[src/rtl/hog_pkg.sv]
// Shared definitions for the HOG cell scheduler.
// Contents: default histogram geometry (BINS, BIN_W), pixel field widths (MAG_W, ANG_W),
// FSM state encoding and a clog2 helper used for counter and index widths.
package hog_pkg;

    localparam int unsigned BINS  = 9;
    localparam int unsigned BIN_W = 14;
    localparam int unsigned MAG_W = 14;
    localparam int unsigned ANG_W = 14;

    localparam logic [2:0] IDLE   = 3'd0;
    localparam logic [2:0] ACCUM  = 3'd1;
    localparam logic [2:0] DRAIN  = 3'd2;
    localparam logic [2:0] OUTPUT = 3'd3;
    localparam logic [2:0] CLEAR  = 3'd4;

    typedef enum logic [2:0] {
        ST_IDLE   = IDLE,
        ST_ACCUM  = ACCUM,
        ST_DRAIN  = DRAIN,
        ST_OUTPUT = OUTPUT,
        ST_CLEAR  = CLEAR
    } state_t;

    // Ceiling log2, never below 1 so a width derived from it is always legal.
    function automatic int unsigned clog2(input int unsigned n);
        int unsigned r;
        int unsigned v;
        r = 0;
        v = 1;
        while (v < n) begin
            v = v << 1;
            r = r + 1;
        end
        return (r == 0) ? 1 : r;
    endfunction

endpackage

[src/rtl/hog_cell_counter.sv]
// Pixel, drain and cell counters for the HOG cell scheduler.
// Ports:
//   clk, rst       clock, asynchronous active-high reset
//   i_pix_inc      count one accepted pixel (saturates at CELL_PIXELS)
//   i_pix_clr      clear the pixel count
//   i_drain_run    drain counter runs while high, held at 0 otherwise
//   i_cell_inc     advance the cell index (wraps NUM_CELLS-1 -> 0)
//   o_pix_full     pixel count == CELL_PIXELS
//   o_pix_last     pixel count == CELL_PIXELS-1
//   o_drain_done   drain counter at its final cycle (DRAIN_CYC-1)
//   o_cell_idx     current cell index
module hog_cell_counter
    import hog_pkg::*;
#(
    parameter int unsigned CELL_PIXELS = 64,
    parameter int unsigned NUM_CELLS   = 16,
    parameter int unsigned DRAIN_CYC   = 3
) (
    input  logic                        clk,
    input  logic                        rst,
    input  logic                        i_pix_inc,
    input  logic                        i_pix_clr,
    input  logic                        i_drain_run,
    input  logic                        i_cell_inc,
    output logic                        o_pix_full,
    output logic                        o_pix_last,
    output logic                        o_drain_done,
    output logic [clog2(NUM_CELLS)-1:0] o_cell_idx
);

    localparam int unsigned PIX_W = clog2(CELL_PIXELS + 1);
    localparam int unsigned DRN_W = clog2(DRAIN_CYC);
    localparam int unsigned IDX_W = clog2(NUM_CELLS);

    logic [PIX_W-1:0] r_pix_cnt;
    logic [DRN_W-1:0] r_drain_cnt;
    logic [IDX_W-1:0] r_cell_idx;

    assign o_pix_full   = (r_pix_cnt == PIX_W'(CELL_PIXELS));
    assign o_pix_last   = (r_pix_cnt == PIX_W'(CELL_PIXELS - 1));
    assign o_drain_done = (r_drain_cnt == DRN_W'(DRAIN_CYC - 1));
    assign o_cell_idx   = r_cell_idx;

    // Pixel count: saturating, cleared between cells.
    always_ff @(posedge clk or posedge rst) begin
        if (rst) begin
            r_pix_cnt <= '0;
        end else if (i_pix_clr) begin
            r_pix_cnt <= '0;
        end else if (i_pix_inc && !o_pix_full) begin
            r_pix_cnt <= r_pix_cnt + PIX_W'(1);
        end
    end

    // Drain count: restarts from 0 on every entry to the drain window.
    always_ff @(posedge clk or posedge rst) begin
        if (rst) begin
            r_drain_cnt <= '0;
        end else if (!i_drain_run) begin
            r_drain_cnt <= '0;
        end else if (!o_drain_done) begin
            r_drain_cnt <= r_drain_cnt + DRN_W'(1);
        end
    end

    // Cell index: advances on each delivered cell, wraps at the frame end.
    always_ff @(posedge clk or posedge rst) begin
        if (rst) begin
            r_cell_idx <= '0;
        end else if (i_cell_inc) begin
            if (r_cell_idx == IDX_W'(NUM_CELLS - 1)) begin
                r_cell_idx <= '0;
            end else begin
                r_cell_idx <= r_cell_idx + IDX_W'(1);
            end
        end
    end

endmodule

[src/rtl/hog_cell_scheduler.sv]
// Sequences the HOG orientation-histogram accumulator over a frame of cells: feeds
// CELL_PIXELS pixels per cell into the accumulator, waits a drain window, captures the
// packed bins, hands them downstream on valid/ready, then clears the accumulator.
// Ports:
//   clk, rst                 clock, asynchronous active-high reset
//   frame_start              frame start pulse, honoured only in IDLE
//   pix_valid/pix_ready      pixel handshake (pix_ready is combinational from state/count)
//   pix_mag, pix_ang         pixel magnitude (ufix14_En7) and angle (sfix14_En1)
//   hist_en                  accumulator enable, low clears it
//   hist_mag, hist_ang       registered pixel to the accumulator, 0 when idle
//   hist_h                   packed accumulator bins, bin0 in LSBs
//   cell_valid/cell_ready    histogram handshake
//   cell_hist, cell_idx      captured histogram and its cell index
//   frame_done               pulse after the last cell of a frame is delivered
// Optional: define HOG_CELL_SUM_EN to add cell_sum, the registered sum of all bins.
module hog_cell_scheduler
    import hog_pkg::*;
#(
    parameter int unsigned CELL_PIXELS = 64,
    parameter int unsigned NUM_CELLS   = 16,
    parameter int unsigned BINS        = hog_pkg::BINS,
    parameter int unsigned BIN_W       = hog_pkg::BIN_W,
    parameter int unsigned DRAIN_CYC   = 3
) (
    input  logic                        clk,
    input  logic                        rst,
    input  logic                        frame_start,
    input  logic                        pix_valid,
    output logic                        pix_ready,
    input  logic [MAG_W-1:0]            pix_mag,
    input  logic [ANG_W-1:0]            pix_ang,
    output logic                        hist_en,
    output logic [MAG_W-1:0]            hist_mag,
    output logic [ANG_W-1:0]            hist_ang,
    input  logic [BINS*BIN_W-1:0]       hist_h,
    output logic                        cell_valid,
    input  logic                        cell_ready,
    output logic [BINS*BIN_W-1:0]       cell_hist,
    output logic [clog2(NUM_CELLS)-1:0] cell_idx,
    output logic                        frame_done
`ifdef HOG_CELL_SUM_EN
    ,
    output logic [BIN_W+3:0]            cell_sum
`endif
);

    localparam int unsigned HIST_W = BINS * BIN_W;
    localparam int unsigned IDX_W  = clog2(NUM_CELLS);

    state_t              r_state;
    state_t              w_next;
    logic                r_hist_en;
    logic [MAG_W-1:0]    r_hist_mag;
    logic [ANG_W-1:0]    r_hist_ang;
    logic                r_cell_valid;
    logic [HIST_W-1:0]   r_cell_hist;
    logic                r_frame_done;

    logic                w_hist_en;
    logic                w_cell_valid;
    logic                w_frame_done;
    logic                w_capture;
    logic                w_pix_ready;
    logic                w_accept;
    logic                w_handshake;
    logic                w_pix_full;
    logic                w_pix_last;
    logic                w_drain_done;
    logic [IDX_W-1:0]    w_cell_idx;

    assign w_pix_ready = (r_state == ST_ACCUM) && !w_pix_full;
    assign w_accept    = pix_valid && w_pix_ready;
    assign w_handshake = r_cell_valid && cell_ready;

    assign pix_ready  = w_pix_ready;
    assign hist_en    = r_hist_en;
    assign hist_mag   = r_hist_mag;
    assign hist_ang   = r_hist_ang;
    assign cell_valid = r_cell_valid;
    assign cell_hist  = r_cell_hist;
    assign cell_idx   = w_cell_idx;
    assign frame_done = r_frame_done;

    hog_cell_counter #(
        .CELL_PIXELS (CELL_PIXELS),
        .NUM_CELLS   (NUM_CELLS),
        .DRAIN_CYC   (DRAIN_CYC)
    ) u_counter (
        .clk          (clk),
        .rst          (rst),
        .i_pix_inc    (w_accept),
        .i_pix_clr    (r_state == ST_CLEAR),
        .i_drain_run  (r_state == ST_DRAIN),
        .i_cell_inc   (w_handshake),
        .o_pix_full   (w_pix_full),
        .o_pix_last   (w_pix_last),
        .o_drain_done (w_drain_done),
        .o_cell_idx   (w_cell_idx)
    );

    // State register.
    always_ff @(posedge clk or posedge rst) begin
        if (rst) begin
            r_state <= ST_IDLE;
        end else begin
            r_state <= w_next;
        end
    end

    // Next state and next values of the registered outputs.
    always_comb begin
        w_next       = r_state;
        w_hist_en    = 1'b0;
        w_cell_valid = 1'b0;
        w_frame_done = 1'b0;
        w_capture    = 1'b0;
        case (r_state)
            ST_IDLE: begin
                if (frame_start) begin
                    w_next = ST_ACCUM;
                end
            end
            ST_ACCUM: begin
                if (w_accept && w_pix_last) begin
                    w_next = ST_DRAIN;
                end
            end
            ST_DRAIN: begin
                if (w_drain_done) begin
                    w_next    = ST_OUTPUT;
                    w_capture = 1'b1;
                end
            end
            ST_OUTPUT: begin
                if (w_handshake) begin
                    w_next = ST_CLEAR;
                end
            end
            ST_CLEAR: begin
                // The index already advanced at the handshake; 0 means the frame wrapped.
                if (w_cell_idx == '0) begin
                    w_next       = ST_IDLE;
                    w_frame_done = 1'b1;
                end else begin
                    w_next = ST_ACCUM;
                end
            end
            default: begin
                w_next = ST_IDLE;
            end
        endcase
        w_hist_en    = (w_next == ST_ACCUM) || (w_next == ST_DRAIN) || (w_next == ST_OUTPUT);
        w_cell_valid = (w_next == ST_OUTPUT);
    end

    // Output registers, aligned with the state they describe.
    always_ff @(posedge clk or posedge rst) begin
        if (rst) begin
            r_hist_en    <= 1'b0;
            r_hist_mag   <= '0;
            r_hist_ang   <= '0;
            r_cell_valid <= 1'b0;
            r_cell_hist  <= '0;
            r_frame_done <= 1'b0;
        end else begin
            r_hist_en    <= w_hist_en;
            r_hist_mag   <= w_accept ? pix_mag : '0;
            r_hist_ang   <= w_accept ? pix_ang : '0;
            r_cell_valid <= w_cell_valid;
            r_frame_done <= w_frame_done;
            if (w_capture) begin
                r_cell_hist <= hist_h;
            end
        end
    end

`ifdef HOG_CELL_SUM_EN
    localparam int unsigned SUM_W = BIN_W + 4;

    logic [SUM_W-1:0] w_sum;
    logic [SUM_W-1:0] r_cell_sum;

    // Sum of all accumulator bins, captured alongside the histogram.
    always_comb begin
        w_sum = '0;
        for (int unsigned i = 0; i < BINS; i++) begin
            w_sum = w_sum + SUM_W'(hist_h[i*BIN_W +: BIN_W]);
        end
    end

    always_ff @(posedge clk or posedge rst) begin
        if (rst) begin
            r_cell_sum <= '0;
        end else if (w_capture) begin
            r_cell_sum <= w_sum;
        end
    end

    assign cell_sum = r_cell_sum;
`endif

endmodule
[config.mk]
export PLATFORM = sky130hd
export DESIGN_NAME = hog_cell_scheduler
export DESIGN_NICKNAME = d
export VERILOG_FILES = /design/src/rtl/hog_pkg.sv /design/src/rtl/hog_cell_counter.sv /design/src/rtl/hog_cell_scheduler.sv
export SDC_FILE = /design/constraint.sdc
export NUM_CORES = 1
export LEC_CHECK = 0
export CORE_ASPECT_RATIO = 2
export CORE_MARGIN = 3
export CORE_UTILIZATION = 40
export DETAILED_ROUTE_END_ITERATION = 12
export GPL_TIMING_DRIVEN = 0
export PLACE_DENSITY = 0.8
export SYNTH_ARGS = -nofsm -noshare
export SYNTH_HDL_FRONTEND = slang
export SYNTH_SLANG_ARGS = --single-unit
[constraint.sdc]
create_clock -name clk -period 6.7 [get_ports clk]
set_clock_uncertainty 0.05 [all_clocks]
set_input_delay 1.34 -clock clk [delete_from_list [all_inputs] [get_ports clk]]
set_output_delay 1.34 -clock clk [all_outputs]
set_load 0.02 [all_outputs]
==> results of run 1 <==
==> Yosys cell counts, types with 4 or more instances <==
master / n / area, sq um
nand3_1: 4 / 20.0
mux2_2: 127 / 1430
nand2_1: 4 / 15.0
buf_2: 10 / 50.1
nand4_1: 5 / 31.3
clkbuf_1: 4 / 15.0
dfrtp_1: 173 / 4330
and2_1: 29 / 181
nor3_1: 4 / 20.0
inv_1: 9 / 33.8
ha_1: 5 / 62.6
buf_4: 5 / 37.5
nor2_1: 11 / 41.3
==> state kept, by name, indices dropped and copies added (netlist names) <==
register,count
cell_hist,126
u_counter.r_pix_cnt,7
hist_mag,14
hist_en,1
frame_done,1
u_counter.r_drain_cnt,2
hist_ang,14
u_counter.o_cell_idx,4
r_state,3
cell_valid,1
==> how the worst max path moves through the flow <==
stage,endpoint,cells after the start
final,pix_ready,3
after global routing,pix_ready,3
after CTS,pix_ready,3
after detailed placement,hist_en$_DFF_PP0_,5
after global placement,cell_hist[87]$_DFFE_PP0P_,2
after floorplan,cell_hist[0]$_DFFE_PP0P_,1
==> worst max-delay path: stages, from the launching register on <==
cell and delay [ns]:
dfrtp_1 0.45, nor4_1 0.58, a31oi_1 0.17, clkdlybuf4s50_1 0.58
==> final cells by class <==
type                    count  share of cell area [%]
flip-flops and latches    173                    40.7
repair buffers            321                    30.4
multi-input cells         221                    19.5
clock buffers              21                    4.14
well taps                 201                    2.37
clock inverters            11                    1.58
plain buffers              19                   0.965
inverters                   9                   0.388
==> power by group through the flow <==
stage                     Combinational [mW]  Sequential, mW  Clock (mW)
after floorplan                        0.181            1.27           0
after global placement                 0.511            1.21           0
after detailed placement               0.531            1.21           0
after CTS                              0.535            1.20        1.05
after global routing                   0.567            1.21        1.09
final                                  0.527            1.20        1.02
==> cell families (layout without fill, tap and decap cells) <==
| family | after synthesis | count (layout) | share of synthesized area [%] |
|---|---|---|---|
| flip-flops | 173 | 173 | 66.2 |
| multiplexers | 130 | 130 | 22.4 |
| AND/OR/NAND/NOR | 69 | 69 | 6.13 |
| buffers and inverters | 28 | 381 | 2.09 |
| AO/OA/AOI/OAI | 12 | 12 | 1.55 |
| adder cells (fa/ha/maj) | 5 | 5 | 0.957 |
| XOR/XNOR | 5 | 5 | 0.670 |
==> per-layer routing <==
metal / part of all wire [%] / up-vias / global-route usage [%]
met3: 8.4 / 63 / 5.93
met5: 0 / - / 0
met2: 55 / 258 / 38.9
met4: 5.2 / 0 / 12.1
met1: 31 / 2348 / 19.1
li1: - / 2147 / -
==> stage by stage <==
step,util (%),power [mW]
2_1_floorplan,-,1.46
3_3_place_gp,62.7,1.72
3_5_place_dp,62.9,1.75
4_1_cts,66.7,2.78
5_1_grt,66.7,2.86
6_report,66.7,2.75
==> flow_metrics.env, run 1 <==
export IMPL_outcome="finished clean"
export IMPL_post_route_drc_count=0
export IMPL_drive_above_1_share_pct=22.6
export IMPL_routed_via_density=4.93
export IMPL_drv_cap=0
export IMPL_cts_root_buf="clkbuf_16"
export IMPL_setup_viol=0
export IMPL_initial_core_util_pct=41.0
export IMPL_cts_tree="done"
export IMPL_clockPowerShare_pct=37.3
export IMPL_cts_path_max_buffers=2
export IMPL_rrSetupSlack_ns=4.17
export IMPL_maxSlewViolCount=0
export IMPL_die_x_um=96.4
export IMPL_layout_nets=926
export IMPL_hpwl_mm=15.0
export IMPL_cts_setup_buffers=0
export IMPL_regToRegEndpoint="cell_hist[65]$_DFFE_PP0P_"
export IMPL_ys_seq_area_share_pct=66.2
export IMPL_die_y_um=187
export IMPL_syn_nets=586
export IMPL_num_rows=65
export IMPL_dp_cells=944
export IMPL_clock_sinks=173
export IMPL_finalNonFillerCells=976
export IMPL_antenna_found_initial=0
export IMPL_synth_avg_cell_area_sq_um=15.5
export IMPL_timing_rr_start="u_counter.r_drain_cnt[0]$_DFFE_PP0N_"
export IMPL_post_route_period_util_pct=53.5
export IMPL_critPathKind="reg -> out"
export IMPL_multi_input_comb_area_sq_um=2070
export IMPL_num_fill_cells=1179
export IMPL_hold_path_class="reg -> reg"
export IMPL_combPwrFrac_pct=19.2
export IMPL_routed_wirelength_mm=19.0
export IMPL_p_sw_share_pct=26.1
export IMPL_critPathRequiredTime_ns=5.31
export IMPL_period_needed_ns=3.58
export IMPL_whs_ns=0.455
export IMPL_r2r_cells=7
export IMPL_whs_path_depth=1
export IMPL_routedWlPerCell_um=19.5
export IMPL_p_per_area_nw_per_um2=258
export IMPL_num_vias=4816
export IMPL_dieArea_sq_um=18000
export IMPL_place_ws_ns=3.31
export IMPL_area_growth_pct=62.7
export IMPL_drtAntennaViolNets=0
export IMPL_rsz0062_at_grt="no"
export IMPL_synth_seq_cells=173
export IMPL_finalHoldViolCount=0
export IMPL_overflow=0
export IMPL_cp_max_fo=7
export IMPL_worstSkewPairLatency_ns=0.42
export IMPL_grt_pass1_vias=5351
export IMPL_fmax_ghz=0.279
export IMPL_first_iter_violations=80
export IMPL_gp_congestion=0.801
export IMPL_layout_commonest_cell="clkdlybuf4s50_1"
export IMPL_ir_worst_vdd_uv=215
export IMPL_grt_start_max_net_pins=101
export IMPL_p_leak_nw=4.92
export IMPL_yosysWarningCount=0
export IMPL_crit_arrival_ns=2.19
export IMPL_syn_inst=422
export IMPL_start_kind="flop"
export IMPL_antenna_cells=0
export IMPL_p_seq_share_pct=43.5
export IMPL_syn_area_sq_um=6540
export IMPL_cts_resized=0
export IMPL_design_area_sq_um=10600
export IMPL_async_flop_share_pct=100
export IMPL_numCtsBuffers=17
export IMPL_worstMarginPinSlew_ns=0.688
export IMPL_hp_start="cell_hist[74]$_DFFE_PP0P_"
export IMPL_hold_path_end="cell_hist[74]$_DFFE_PP0P_"
export IMPL_cp_startpoint="u_counter.r_pix_cnt[3]$_DFFE_PP0P_"
export IMPL_portBuffers=320
export IMPL_p_sw_uw=717
export IMPL_dpl_cell_area_sq_um=10000
export IMPL_layout_common_cells="320 x clkdlybuf4s50_1, 173 x dfrtp_1, 127 x mux2_2"
export IMPL_cts_clk_slew_worst_paths_ns=0.06
export IMPL_grt_pass1_wl_mm=28.1
export IMPL_core_sq_um=15900
export IMPL_seqCellArea_sq_um=4330
export IMPL_cts_hold_buf=0
export IMPL_synth_edf_count=0
export IMPL_yosys_cell_types_count=36
export IMPL_firstDrtPassIters=4
export IMPL_ios=321
export IMPL_slew_headroom_pct=54.1
export IMPL_p_int_mw=2.03
export IMPL_crit_path_end_kind="output port"
export IMPL_track_usage_pct=20.9
export IMPL_setup_tns_ns=0
export IMPL_synthFlopType="dfrtp_1"
export IMPL_fin_ws_ns=3.12
export IMPL_htree_levels=4
No activity file was read; power rests on OpenSTA's default activity.
==> inputs of run 2 (changes only) <==
--- a/config.mk
+++ b/config.mk
@@ -7,10 +7,10 @@
 export LEC_CHECK = 0
 export CORE_ASPECT_RATIO = 2
 export CORE_MARGIN = 3
-export CORE_UTILIZATION = 40
+export CORE_UTILIZATION = 37
 export DETAILED_ROUTE_END_ITERATION = 12
 export GPL_TIMING_DRIVEN = 0
-export PLACE_DENSITY = 0.8
+export PLACE_DENSITY = 0.77
 export SYNTH_ARGS = -nofsm -noshare
 export SYNTH_HDL_FRONTEND = slang
 export SYNTH_SLANG_ARGS = --single-unit
==> constraint.sdc (replaced) <==
create_clock -name clk -period 3 [get_ports clk]
set_clock_uncertainty 0.05 [all_clocks]
set_input_delay 0.6 -clock clk [delete_from_list [all_inputs] [get_ports clk]]
set_output_delay 0.6 -clock clk [all_outputs]
set_load 0.02 [all_outputs]
==> run 2 against run 1 <==
Hold slack lost 0.0025 ns. Final cell count rose by 1.2%. Die area rose by 7.7%. Wire length down 1.6%. Largest power group unchanged.
==> flow_metrics.env, run 2 (synthesis gave the netlist of run 1 again) <==
export IMPL_outcome="finished clean"
export IMPL_first_iter_violations=78
export IMPL_num_rows=68
export IMPL_post_route_period_util_pct=93.4
export IMPL_drv_cap=0
export IMPL_setup_tns_ns=0
export IMPL_clock_sinks=173
export IMPL_gp_congestion=0.777
export IMPL_worstMarginPinSlew_ns=0.644
export IMPL_antenna_found_initial=0
export IMPL_cts_setup_buffers=0
export IMPL_total_power_mw=5.99
export IMPL_layout_nets=929
export IMPL_initial_core_util_pct=37.8
export IMPL_numCtsBuffers=17
export IMPL_start_kind="flop"
export IMPL_p_sw_mw=1.59
export IMPL_htree_levels=4
export IMPL_finalHoldViolCount=0
export IMPL_maxSlewViolCount=0
export IMPL_layout_commonest_cell="clkdlybuf4s50_1"
export IMPL_routed_wirelength_mm=18.7
export IMPL_cts_path_max_buffers=2
export IMPL_fmax_ghz=0.357
export IMPL_num_vias=4666
export IMPL_grt_start_max_net_pins=46
export IMPL_p_int_mw=4.40
export IMPL_crit_path_end_kind="output port"
export IMPL_period_needed_ns=2.80
export IMPL_routed_via_density=4.72
export IMPL_p_leak_nw=4.94
export IMPL_antenna_cells=0
export IMPL_core_sq_um=17300
export IMPL_grt_pass1_wl_mm=29.1
export IMPL_slew_headroom_pct=57.0
export IMPL_cts_root_buf="clkbuf_16"
export IMPL_portBuffers=320
export IMPL_drive_above_1_share_pct=23.4
export IMPL_cts_resized=0
export IMPL_dp_cells=956
export IMPL_cts_clk_slew_worst_paths_ns=0.07
export IMPL_whs_ns=0.452
export IMPL_clockPowerShare_pct=35.7
export IMPL_drtAntennaViolNets=0
export IMPL_die_y_um=194
export IMPL_ios=321
export IMPL_p_sw_share_pct=26.6
export IMPL_p_seq_share_pct=44.7
export IMPL_worstSkewPairLatency_ns=0.42
export IMPL_rsz0062_at_grt="no"
export IMPL_finalNonFillerCells=988
export IMPL_cts_tree="done"
export IMPL_grt_pass1_vias=5235
export IMPL_hold_path_class="reg -> reg"
export IMPL_dieArea_sq_um=19400
export IMPL_crit_arrival_ns=2.15
export IMPL_area_growth_pct=63.3
export IMPL_whs_path_depth=1
export IMPL_critPathKind="reg -> out"
export IMPL_combPwrFrac_pct=19.6
export IMPL_largest_reg_flops=126
export IMPL_p_per_area_nw_per_um2=562
export IMPL_die_x_um=100
export IMPL_ir_worst_vdd_uv=431
export IMPL_cts_hold_buf=0
export IMPL_overflow=0
export IMPL_setup_viol=0
export IMPL_hpwl_mm=14.9
export IMPL_track_usage_pct=19.6
export IMPL_critPathRequiredTime_ns=2.35
export IMPL_cp_max_fo=7
export IMPL_r2r_cells=7
export IMPL_firstDrtPassIters=6
export IMPL_layout_common_cells="320 x clkdlybuf4s50_1, 173 x dfrtp_1, 127 x mux2_2"
export IMPL_post_route_drc_count=0
export IMPL_routedWlPerCell_um=18.9
-- run 2: power by group through the flow --
stage          Clock [mW]  Combinational, mW  Sequential (mW)
2_1_floorplan           0              0.405             2.85
3_3_place_gp            0               1.14             2.70
3_5_place_dp            0               1.18             2.72
4_1_cts              2.21               1.19             2.68
5_1_grt              2.30               1.27             2.70
6_report             2.14               1.17             2.68
-- run 2: final timing paths --
kind | start | to | slack [ns]
worst max-delay path | u_counter.r_pix_cnt[3]$_DFFE_PP0P_ | pix_ready | 0.20
worst min-delay path | cell_hist[42]$_DFFE_PP0P_ | cell_hist[42]$_DFFE_PP0P_ | 0.45
worst max register to register | u_counter.r_drain_cnt[0]$_DFFE_PP0N_ | cell_hist[57]$_DFFE_PP0P_ | 0.53
worst min register to register | cell_hist[42]$_DFFE_PP0P_ | cell_hist[42]$_DFFE_PP0P_ | 0.45
max in group asynchronous | rst | cell_hist[113]$_DFFE_PP0P_ | 1.54
min in group asynchronous | rst | frame_done$_DFF_PP0_ | 0.57
-- run 2: per-layer routing --
layer | vias to the layer above | routed length, um | share of wire (%) | GRT usage, %
li1 | 2143 | - | - | -
met5 | - | 0 | 0 | 0
met4 | 0 | 498 | 2.7 | 7.40
met1 | 2299 | 6100 | 33 | 19.8
met2 | 195 | 11000 | 59 | 37.7
met3 | 29 | 1130 | 6.0 | 4.75
-- run 2: per-stage QoR --
stage,setup slack [ns],instance area [sq um],utilization (%)
floorplan,0.139,6540,-
global placement,-1.07,10000,57.9
detailed placement,0.483,10100,58.4
CTS,0.167,10700,61.8
global route,0.0795,10700,61.8
finish,0.197,10700,61.8
-- run 2: layout make-up --
cell class              instances  area (sq um)
clock buffers                  22           494
clock inverters                10          87.6
plain buffers                  19           103
well taps                     210           263
repair buffers                324          3290
inverters                       9          37.5
fillers                      1321          6600
flip-flops and latches        173          4330
multi-input cells             221          2070
-- run 2: critical path: stages, from the launching register on --
cell             delay [ns]
dfrtp_1                0.46
nor4_1                 0.55
a31oi_1                0.16
clkdlybuf4s50_1        0.57
